[config.mk]
export PLATFORM = sky130hd
export DESIGN_NAME = mem_port_arbiter_flat
export DESIGN_NICKNAME = d
export VERILOG_FILES = /design/src/rtl/mem_port_arbiter_if.sv /design/src/rtl/mem_port_arbiter.sv /design/src/flat_wrapper.sv
export SDC_FILE = /design/constraint.sdc
export NUM_CORES = 1
export LEC_CHECK = 0
export CAP_MARGIN = 0
export CORE_MARGIN = 4
export CORE_UTILIZATION = 39
export DETAILED_ROUTE_END_ITERATION = 10
export PLACE_DENSITY = 0.82
export SLEW_MARGIN = 10
export SYNTH_ARGS = -nofsm -noshare
export SYNTH_HDL_FRONTEND = slang
export SYNTH_SLANG_ARGS = --single-unit
[constraint.sdc]
create_clock -name clk -period 3.7 [get_ports clk]
set_clock_uncertainty 0.2 [all_clocks]
set_input_delay 0.555 -clock clk [delete_from_list [all_inputs] [get_ports clk]]
set_output_delay 0.555 -clock clk [all_outputs]
set_load 0.1 [all_outputs]
[src/rtl/mem_port_arbiter_if.sv]
// Bundles both master ports and the memory-side bus of the data-memory arbiter.
// The slave modport is the arbiter's view; the master modport is the masters plus memory.
`timescale 1ns/1ps
interface mem_port_arbiter_if;
    logic        m0_req;
    logic        m0_we;
    logic [31:0] m0_addr;
    logic [31:0] m0_wdata;
    logic        m0_ack;
    logic        m0_err;
    logic [31:0] m0_rdata;

    logic        m1_req;
    logic        m1_we;
    logic [31:0] m1_addr;
    logic [31:0] m1_wdata;
    logic        m1_ack;
    logic        m1_err;
    logic [31:0] m1_rdata;

    logic [31:0] mem_address;
    logic        mem_write_wire;
    logic        mem_read_wire;
    logic [31:0] mem_write_data;
    logic [31:0] mem_read_data;
    logic        busy;

    modport slave (
        input  m0_req, m0_we, m0_addr, m0_wdata,
        output m0_ack, m0_err, m0_rdata,
        input  m1_req, m1_we, m1_addr, m1_wdata,
        output m1_ack, m1_err, m1_rdata,
        output mem_address, mem_write_wire, mem_read_wire, mem_write_data,
        input  mem_read_data,
        output busy
    );

    modport master (
        output m0_req, m0_we, m0_addr, m0_wdata,
        input  m0_ack, m0_err, m0_rdata,
        output m1_req, m1_we, m1_addr, m1_wdata,
        input  m1_ack, m1_err, m1_rdata,
        input  mem_address, mem_write_wire, mem_read_wire, mem_write_data,
        output mem_read_data,
        input  busy
    );
endinterface

[src/rtl/mem_port_arbiter.sv]
// Two-port data-memory arbiter; ack 1/2/3 cycles after grant (error/write/read), one access in flight.
// Losers hold req until ack; MEM_ARB_RR_EN selects round-robin instead of fixed priority + starvation guard.
`timescale 1ns/1ps
module mem_port_arbiter #(
    parameter int unsigned ADDR_LIMIT   = 1048576,
    parameter int unsigned STARVE_LIMIT = 4
) (
    input  logic              clk,
    input  logic              rst_n,
    mem_port_arbiter_if.slave bus
);

    typedef enum logic [1:0] {
        IDLE    = 2'd0,
        ISSUE   = 2'd1,
        CAPTURE = 2'd2,
        RESP    = 2'd3
    } state_t;

    state_t            r_state;
    logic [31:0]       r_addr;
    logic [31:0]       r_wdata;
    logic              r_we;
    logic              r_port;
    logic [1:0]        r_ack;
    logic [1:0]        r_err;
    logic [1:0][31:0]  r_rdata;
    logic [31:0]       r_mem_address;
    logic [31:0]       r_mem_write_data;
    logic              r_mem_write;
    logic              r_mem_read;
    logic              r_busy;

    logic              w_any_req;
    logic              w_pick1;
    logic [31:0]       w_sel_addr;
    logic [31:0]       w_sel_wdata;
    logic              w_sel_we;
    logic              w_sel_oor;

`ifdef MEM_ARB_RR_EN
    // Pointer names the port granted last; a tie goes to the other one.
    logic              r_rr_ptr;
    assign w_pick1 = bus.m1_req && (!bus.m0_req || !r_rr_ptr);
`else
    logic [3:0]        r_starve_cnt;
    assign w_pick1 = bus.m1_req && (!bus.m0_req || (r_starve_cnt == 4'(STARVE_LIMIT)));
`endif

    assign w_any_req   = bus.m0_req | bus.m1_req;
    assign w_sel_addr  = w_pick1 ? bus.m1_addr  : bus.m0_addr;
    assign w_sel_wdata = w_pick1 ? bus.m1_wdata : bus.m0_wdata;
    assign w_sel_we    = w_pick1 ? bus.m1_we    : bus.m0_we;
    assign w_sel_oor   = (w_sel_addr > ADDR_LIMIT);

    always_ff @(posedge clk or negedge rst_n) begin
        if (!rst_n) begin
            r_state          <= IDLE;
            r_addr           <= '0;
            r_wdata          <= '0;
            r_we             <= 1'b0;
            r_port           <= 1'b0;
            r_ack            <= '0;
            r_err            <= '0;
            r_rdata          <= '0;
            r_mem_address    <= '0;
            r_mem_write_data <= '0;
            r_mem_write      <= 1'b0;
            r_mem_read       <= 1'b0;
            r_busy           <= 1'b0;
`ifdef MEM_ARB_RR_EN
            r_rr_ptr         <= 1'b1;
`else
            r_starve_cnt     <= '0;
`endif
        end else begin
            case (r_state)
                IDLE: begin
`ifndef MEM_ARB_RR_EN
                    // Counts port-0 wins only while port 1 is actually waiting.
                    if (!bus.m1_req || w_pick1) begin
                        r_starve_cnt <= '0;
                    end else begin
                        r_starve_cnt <= r_starve_cnt + 4'd1;
                    end
`endif
                    if (w_any_req) begin
                        r_port  <= w_pick1;
                        r_addr  <= w_sel_addr;
                        r_we    <= w_sel_we;
                        r_wdata <= w_sel_wdata;
                        r_busy  <= 1'b1;
`ifdef MEM_ARB_RR_EN
                        r_rr_ptr <= w_pick1;
`endif
                        if (w_sel_oor) begin
                            r_state          <= RESP;
                            r_ack[w_pick1]   <= 1'b1;
                            r_err[w_pick1]   <= 1'b1;
                            r_rdata[w_pick1] <= '0;
                        end else begin
                            r_state          <= ISSUE;
                            r_mem_address    <= w_sel_addr;
                            r_mem_write      <= w_sel_we;
                            r_mem_read       <= !w_sel_we;
                            r_mem_write_data <= w_sel_we ? w_sel_wdata : 32'h0;
                        end
                    end
                end

                ISSUE: begin
                    r_mem_write      <= 1'b0;
                    r_mem_read       <= 1'b0;
                    r_mem_write_data <= '0;
                    if (r_we) begin
                        r_state       <= RESP;
                        r_ack[r_port] <= 1'b1;
                    end else begin
                        r_state <= CAPTURE;
                    end
                end

                CAPTURE: begin
                    // Memory registered its read at the ISSUE->CAPTURE edge.
                    r_rdata[r_port] <= bus.mem_read_data;
                    r_ack[r_port]   <= 1'b1;
                    r_state         <= RESP;
                end

                RESP: begin
                    r_ack   <= '0;
                    r_err   <= '0;
                    r_busy  <= 1'b0;
                    r_state <= IDLE;
                end

                default: begin
                    r_state <= IDLE;
                end
            endcase
        end
    end

    assign bus.m0_ack         = r_ack[0];
    assign bus.m1_ack         = r_ack[1];
    assign bus.m0_err         = r_err[0];
    assign bus.m1_err         = r_err[1];
    assign bus.m0_rdata       = r_rdata[0];
    assign bus.m1_rdata       = r_rdata[1];
    assign bus.mem_address    = r_mem_address;
    assign bus.mem_write_data = r_mem_write_data;
    assign bus.mem_write_wire = r_mem_write;
    assign bus.mem_read_wire  = r_mem_read;
    assign bus.busy           = r_busy;

endmodule

[src/flat_wrapper.sv]
// flat-port wrapper written by rule: the top's interface ports become plain ports
module mem_port_arbiter_flat 
#(
    parameter int unsigned ADDR_LIMIT   = 1048576,
    parameter int unsigned STARVE_LIMIT = 4
)
  (clk, rst_n, bus_m0_req, bus_m0_we, bus_m0_addr, bus_m0_wdata, bus_m0_ack, bus_m0_err, bus_m0_rdata, bus_m1_req, bus_m1_we, bus_m1_addr, bus_m1_wdata, bus_m1_ack, bus_m1_err, bus_m1_rdata, bus_mem_address, bus_mem_write_wire, bus_mem_read_wire, bus_mem_write_data, bus_mem_read_data, bus_busy);
  mem_port_arbiter_if bus_i ();
  input  logic clk;
  input  logic rst_n;
  input wire logic [$bits(bus_i.m0_req)-1:0] bus_m0_req;
  input wire logic [$bits(bus_i.m0_we)-1:0] bus_m0_we;
  input wire logic [$bits(bus_i.m0_addr)-1:0] bus_m0_addr;
  input wire logic [$bits(bus_i.m0_wdata)-1:0] bus_m0_wdata;
  output wire logic [$bits(bus_i.m0_ack)-1:0] bus_m0_ack;
  output wire logic [$bits(bus_i.m0_err)-1:0] bus_m0_err;
  output wire logic [$bits(bus_i.m0_rdata)-1:0] bus_m0_rdata;
  input wire logic [$bits(bus_i.m1_req)-1:0] bus_m1_req;
  input wire logic [$bits(bus_i.m1_we)-1:0] bus_m1_we;
  input wire logic [$bits(bus_i.m1_addr)-1:0] bus_m1_addr;
  input wire logic [$bits(bus_i.m1_wdata)-1:0] bus_m1_wdata;
  output wire logic [$bits(bus_i.m1_ack)-1:0] bus_m1_ack;
  output wire logic [$bits(bus_i.m1_err)-1:0] bus_m1_err;
  output wire logic [$bits(bus_i.m1_rdata)-1:0] bus_m1_rdata;
  output wire logic [$bits(bus_i.mem_address)-1:0] bus_mem_address;
  output wire logic [$bits(bus_i.mem_write_wire)-1:0] bus_mem_write_wire;
  output wire logic [$bits(bus_i.mem_read_wire)-1:0] bus_mem_read_wire;
  output wire logic [$bits(bus_i.mem_write_data)-1:0] bus_mem_write_data;
  input wire logic [$bits(bus_i.mem_read_data)-1:0] bus_mem_read_data;
  output wire logic [$bits(bus_i.busy)-1:0] bus_busy;
  assign bus_i.m0_req = bus_m0_req;
  assign bus_i.m0_we = bus_m0_we;
  assign bus_i.m0_addr = bus_m0_addr;
  assign bus_i.m0_wdata = bus_m0_wdata;
  assign bus_m0_ack = bus_i.m0_ack;
  assign bus_m0_err = bus_i.m0_err;
  assign bus_m0_rdata = bus_i.m0_rdata;
  assign bus_i.m1_req = bus_m1_req;
  assign bus_i.m1_we = bus_m1_we;
  assign bus_i.m1_addr = bus_m1_addr;
  assign bus_i.m1_wdata = bus_m1_wdata;
  assign bus_m1_ack = bus_i.m1_ack;
  assign bus_m1_err = bus_i.m1_err;
  assign bus_m1_rdata = bus_i.m1_rdata;
  assign bus_mem_address = bus_i.mem_address;
  assign bus_mem_write_wire = bus_i.mem_write_wire;
  assign bus_mem_read_wire = bus_i.mem_read_wire;
  assign bus_mem_write_data = bus_i.mem_write_data;
  assign bus_i.mem_read_data = bus_mem_read_data;
  assign bus_busy = bus_i.busy;
  mem_port_arbiter #(.ADDR_LIMIT(ADDR_LIMIT), .STARVE_LIMIT(STARVE_LIMIT)) u_core (.clk(clk), .rst_n(rst_n), .bus(bus_i));
endmodule
Yosys cells after proc, flatten, opt, wreduce, memory -nomap -nowiden:

Index checks and enable logic that the tools add are counted.

* register bits after elaboration: 143
* bits of input ports: 166
* output and inout bits: 135

* bitwise gates (word level): 7
* order comparisons: 5
* reduce and logical (&&, ||, !) cells: 19
* eq/ne operators: 8
* $add $sub $neg: 1
* multiplexer cells: 39

Operators with widths (number)
* $mux W32: 7
* $mux W64: 2
* $pmux W64 S2: 1
* $and A64 B64 Y64: 1
* $bwmux W64: 1
* $demux W32 S1: 2
* $not A64 Y64: 1
* $pmux W32 S2: 1
* $gt A32 B21 Y1 const B: 1
* $pmux W2 S4: 2
* $reduce_and A3 Y1: 5
* $mux W2: 7
* $mux W1: 9
* $ne A2 B1 Y1 const B: 3
* $or A2 B2 Y2: 3
* $pmux W1 S2: 3
* $reduce_bool A2 Y1: 3
* $add A4 B1 Y4 const B: 1
* $eq A2 B2 Y1 const B: 2
* $eq A4 B3 Y1 const B: 1
* $lt A1 B2 Y1 const B: 2
* $mux W4: 1
* $pmux W2 S2: 1
* $reduce_and A2 Y1: 2
* other kinds (10): 17

Longest topological paths before layout:

* depth after elaboration: 12
* gate-level depth with buffers: 10
* mapped depth without buffers: 8

Least setup slack after synthesis:

Ideal clock, no wire load.

* kind: register -> register
* start: register u_core.r_state[0]
* end: register u_core.r_mem_write, in the netlist u_core.bus.mem_write_wire
* slack: 1.438 ns
* arrival time: 1.934 ns
* required time: 3.372 ns
* stages on the path, launching flop included: 11
* buffers on the path: 3
* cell sequence: dfrtp_1 inv_1 ha_1 clkbuf_1 o21ai_0 nor3_1 a32oi_2 buf_2 buf_2 nand3_1 o31ai_1

* word-level cells in the longest chain between the ends: 3
* elaborated cells on any way between the ends: 7
* those cells by class: eq/ne (3); mux (1); reduce/logical (3)

RTL lines
* start, declared: RTL line mem_port_arbiter.sv:20 `state_t r_state;`
* start signal, assigned: RTL line mem_port_arbiter.sv:58 `r_state <= IDLE;`
* start signal, assigned: RTL line mem_port_arbiter.sv:97 `r_state <= RESP;`
* start signal, assigned: RTL line mem_port_arbiter.sv:102 `r_state <= ISSUE;`
* $logic_not A2 Y1 / $eq A2 B1 Y1 (equally long branches): RTL line mem_port_arbiter.sv:77 `case (r_state)`
* $ne A2 B2 Y1 (no source line) (tied with other cells)
* $reduce_and A3 Y1 (no source line)
* end signal, assigned: RTL line mem_port_arbiter.sv:104 `r_mem_write <= w_sel_we;`
* end, declared: RTL line mem_port_arbiter.sv:30 `logic r_mem_write;`

Parallel ways exist; a longest one is shown, timed or not.
A chain may end at the register's enable or synchronous reset.

Worst setup path after layout:

* start: register u_core.r_state[0]
* end: register u_core.r_mem_write_data[1], in the netlist u_core.bus.mem_write_data[1]

* word-level cells in the longest chain between the ends: 3
* elaborated cells on any way between the ends: 7
* those cells by class: eq/ne (3); mux (1); reduce/logical (3)

RTL lines
* $logic_not A2 Y1 / $eq A2 B1 Y1 (equally long branches): RTL line mem_port_arbiter.sv:77
* $ne A2 B2 Y1 (no source line) (tied with other cells)
* $reduce_and A3 Y1 (no source line)
* end signal, assigned: RTL line mem_port_arbiter.sv:106 `r_mem_write_data <= w_sel_we ? w_sel_wdata : 32'h0;`
* end, declared: RTL line mem_port_arbiter.sv:29 `logic [31:0] r_mem_write_data;`

Parallel ways exist; a longest one is shown, timed or not.

==> Flow_metrics.wiki <==
{| class="wikitable"
! Metric !! Value
|-
| Status || finished, final reports clean
|-
| Remaining design rule violation count || 0
|-
| Cells after Synth || 560
|-
| Overall fraction of global-route tracks in use || 0.204
|-
| Sinks on Clock Net || roughly 140
|-
| Reg clk slew, reported paths || 60 ps
|-
| Wire length of the first global-routing pass || 29.8 mm
|-
| Share of the core filled with cells || 0.636
|-
| Cell Area, Synth || between 6000 and 7000 µm²
|-
| Number of antenna violations at the first check in global routing || 0
|-
| Cells along the critical path || inv_1, ha_1, o21ai_0, nor3_1, a32oi_4, buf_12, nand3_1, o21ai_0
|-
| Library cells used by synthesis || 49
|-
| # setup viols final || 0
|-
| Initial detailed-routing violation count || about 220
|-
| Warnings from Yosys || 0
|-
| # rows || 46
|-
| CTS Buffer Depth || 2
|-
| Clock root buffer || clkbuf_16
|-
| TritonCTS clock tree || done
|-
| Path category of the worst min-delay check || flop to flop
|-
| Critical path class || flop to flop
|-
| DR vias || roughly 5600
|-
| Most frequent CP cell || o21ai_0
|-
| Max-cap viol count || 0
|-
| Maximum number of pins on one net before global-route repair || 79
|-
| Layout cell share with drive strength beyond 1 || 0.110
|-
| Maximum fanout encountered on the critical timing path || 62
|-
| WP data arrival || 2940 ps
|-
| IO Count || 301
|-
| Worst supply voltage drop on vdd || 0.687 mV
|-
| Crit share post-route || 0.774
|-
| Worst slew margin || 0.305
|-
| Maximum cell stage delay along the critical path || 600 ps
|-
| Placer Congestion || around 0.83
|-
| Number of enable-type register cells in the synthesized netlist || 0
|-
| Power per cell area || about 820 nW/µm²
|-
| Area of the die || between 15000 and 20000 µm²
|-
| Unrepaired setup endpoints after global routing || no
|-
| Die Width || ~140 µm
|-
| Highest achievable clock rate || 0.349 GHz
|-
| Max Transition Viols Final || 0
|-
| Post-synthesis average cell area || 11.5 µm²
|-
| Dominant register cell in the synthesized netlist || dfrtp_1
|-
| Share of flip-flops with an asynchronous set or reset || 1.00
|-
| Sort of element at the start of the critical path || flop
|-
| Count of antenna diodes in the layout || 0
|-
| Final total negative setup slack || 0 ps
|-
| Routed len/inst || approximately 18 µm
|-
| Overflow after GRT || 0
|-
| Chip height || 137 µm
|-
| Post-route total power || about 0.0084 W
|-
| Post-layout instance count excluding filler cells || ~1100
|-
| Post-layout nets || between 1000 and 1500
|-
| Placed instance count || roughly 1000
|-
| Post-route ant nets || 0
|-
| Starting utilization of the core area || 0.402
|-
| Cell with the largest stage delay on the worst path || ha_1
|-
| Post-route minimum period || around 2900 ps
|-
| Worst Setup End Kind || flop
|-
| Sequential share of the synthesized area || 0.554
|-
| Via/cell ratio || a little over 5
|-
| CTS buffer count || 17
|-
| Final number of hold-violating endpoints || 0
|-
| Slew at the pin with the worst max-slew slack || 1040 ps
|-
| Lkg Pwr || 4.60 nW
|-
| Placeable core region || between 15000 and 20000 µm²
|-
| Number of global-route vias before repair || about 5700
|-
| Number of iterations in the first detailed-routing pass || 4
|-
| Port Buffer Count || 300
|-
| Synthesized Nets || around 730
|-
| Setup repair bufs after CTS || 0
|-
| Syn-to-layout area delta || 58.3%
|-
| Drt total wl || a little under 20 mm
|-
| Worst EP required || about 3800 ps
|-
| Clk_lat worst skew || roughly 400 ps
|-
| Post-DP HPWL || around 14 mm
|-
| H-tree depth || 4
|-
| #FFs+latches synth || 143
|}
## registers in the layout, indices dropped and copies added (netlist names)
signal,cells
u_core.bus.m1_rdata,32
u_core.r_state,2
u_core.bus.m0_rdata,32
u_core.bus.busy,1
u_core.bus.mem_write_wire,1
u_core.r_ack,2
u_core.r_port,1
u_core.bus.mem_write_data,32
u_core.r_we,1
u_core.bus.mem_address,32
u_core.r_err,2
u_core.r_starve_cnt,4
u_core.bus.mem_read_wire,1
## placed cells by master (no fill, tap or decap), types with 6 or more instances in the layout
| cell type | instances |
|---|---|
| clkdlybuf4s50_1 | 297 |
| nor2_1 | 24 |
| o21ai_0 | 17 |
| nand2_1 | 39 |
| ha_1 | 6 |
| clkbuf_16 | 17 |
| nor4_1 | 14 |
| o21ai_1 | 25 |
| mux2i_1 | 24 |
| a22o_1 | 66 |
| a21o_1 | 21 |
| dfrtp_1 | 143 |
| buf_4 | 12 |
| mux2_2 | 32 |
| and2_1 | 13 |
| nand3_1 | 42 |
| inv_1 | 10 |
## per-stage QoR
stage	hold slack, ps	instance area (µm²)	setup WS [ps]
after floorplan	59.4	6450	1440
after global placement	260	9640	571
after detailed placement	265	9640	577
after CTS	278	10200	799
after global routing	283	10200	513
final	276	10200	836
## cells in the mapped netlist (2+ instances only)
| library cell | n | share of area |
|---|---|---|
| a31oi_1 | 4 | 0.0039 |
| o21ai_0 | 17 | 0.013 |
| o21ai_1 | 25 | 0.019 |
| nor3_1 | 3 | 0.0023 |
| mux2i_1 | 24 | 0.037 |
| ha_1 | 6 | 0.012 |
| nor4_1 | 14 | 0.014 |
| and2_1 | 13 | 0.013 |
| mux2_2 | 32 | 0.056 |
| inv_1 | 10 | 0.0058 |
| a21oi_1 | 4 | 0.0031 |
| buf_1 | 4 | 0.0023 |
| o21ai_2 | 2 | 0.0027 |
| buf_2 | 14 | 0.011 |
| buf_4 | 3 | 0.0035 |
| buf_6 | 6 | 0.010 |
| clkbuf_1 | 11 | 0.0064 |
| a22o_1 | 66 | 0.090 |
| a21o_1 | 21 | 0.024 |
| and3_1 | 3 | 0.0029 |
| nand3_1 | 42 | 0.033 |
| nand2_1 | 39 | 0.023 |
| nor2_1 | 25 | 0.015 |
| nand2b_1 | 4 | 0.0039 |
| dfrtp_1 | 143 | 0.55 |
| nand2_2 | 2 | 0.0019 |
## critical path, delay by kind of cell (launching register included)
kind	cells	cell delay, ps
adders and majority gates	1	600
AOI/OAI and AO/OA	3	610
DFF	1	400
buffers and inverters	2	370
and+or+nand+nor	2	520
## final cells by class
class | instances | area, µm²
flip-flops and latches | 143 | 3580
clock buffers | 17 | 425
inverters | 10 | 37.5
repair buffers | 313 | 3120
fillers | 1258 | 5840
multi-input cells | 368 | 2640
clock inverters | 15 | 146
well taps | 216 | 270
## what timing repair did
item | in CTS | in global routing
endpoints found under the hold margin | 22 | 0
resized for setup | 0 | 0
hold buffers | 1 | 0
## final timing paths
check | startpoint | end | slack (ps) | depth (start not counted)
hold / removal | u_core.bus.mem_address[14] | u_core.bus.mem_address[14] | 280 | 1
setup / recovery | u_core.r_state[0] | u_core.bus.mem_write_data[1] | 840 | 8
setup reg to reg | u_core.r_state[0] | u_core.bus.mem_write_data[1] | 840 | 8
min in group asynchronous | rst_n | u_core.bus.m1_rdata[10] | 510 | 2
max in group asynchronous | rst_n | u_core.bus.m0_rdata[26] | 2040 | 3
hold reg to reg | u_core.bus.mem_address[14] | u_core.bus.mem_address[14] | 280 | 1
## power breakdown
| group | switching (W) | internal, W | leakage, nW |
|---|---|---|---|
| clock | 0.000740 | 0.000893 | 0.275 |
| combinational | 0.00336 | 0.00125 | 2.44 |
| sequential | 0.000228 | 0.00194 | 1.89 |
| total | 0.00433 | 0.00409 | 4.60 |
## metal layers
| layer | up-vias | global-route usage | share of wire |
|---|---|---|---|
| met3 | 24 | 0.0735 | 0.10 |
| met4 | 0 | 0.0689 | 0.017 |
| met2 | 256 | 0.345 | 0.49 |
| met5 | - | 0 | 0 |
| met1 | 2662 | 0.241 | 0.39 |
| li1 | 2649 | - | - |
## cell families (layout without fill, tap and decap cells)
kind of cell               Yosys count  count (layout)  share of synthesized area
adders and majority gates            6               6                     0.0116
and+or+nand+nor                    154             154                      0.120
buffers and inverters               49             355                     0.0401
AOI/OAI and AO/OA                  152             152                      0.181
DFF                                143             143                      0.554
muxes                               56              56                     0.0931
Note: power is estimated with default switching activity, not from simulation.
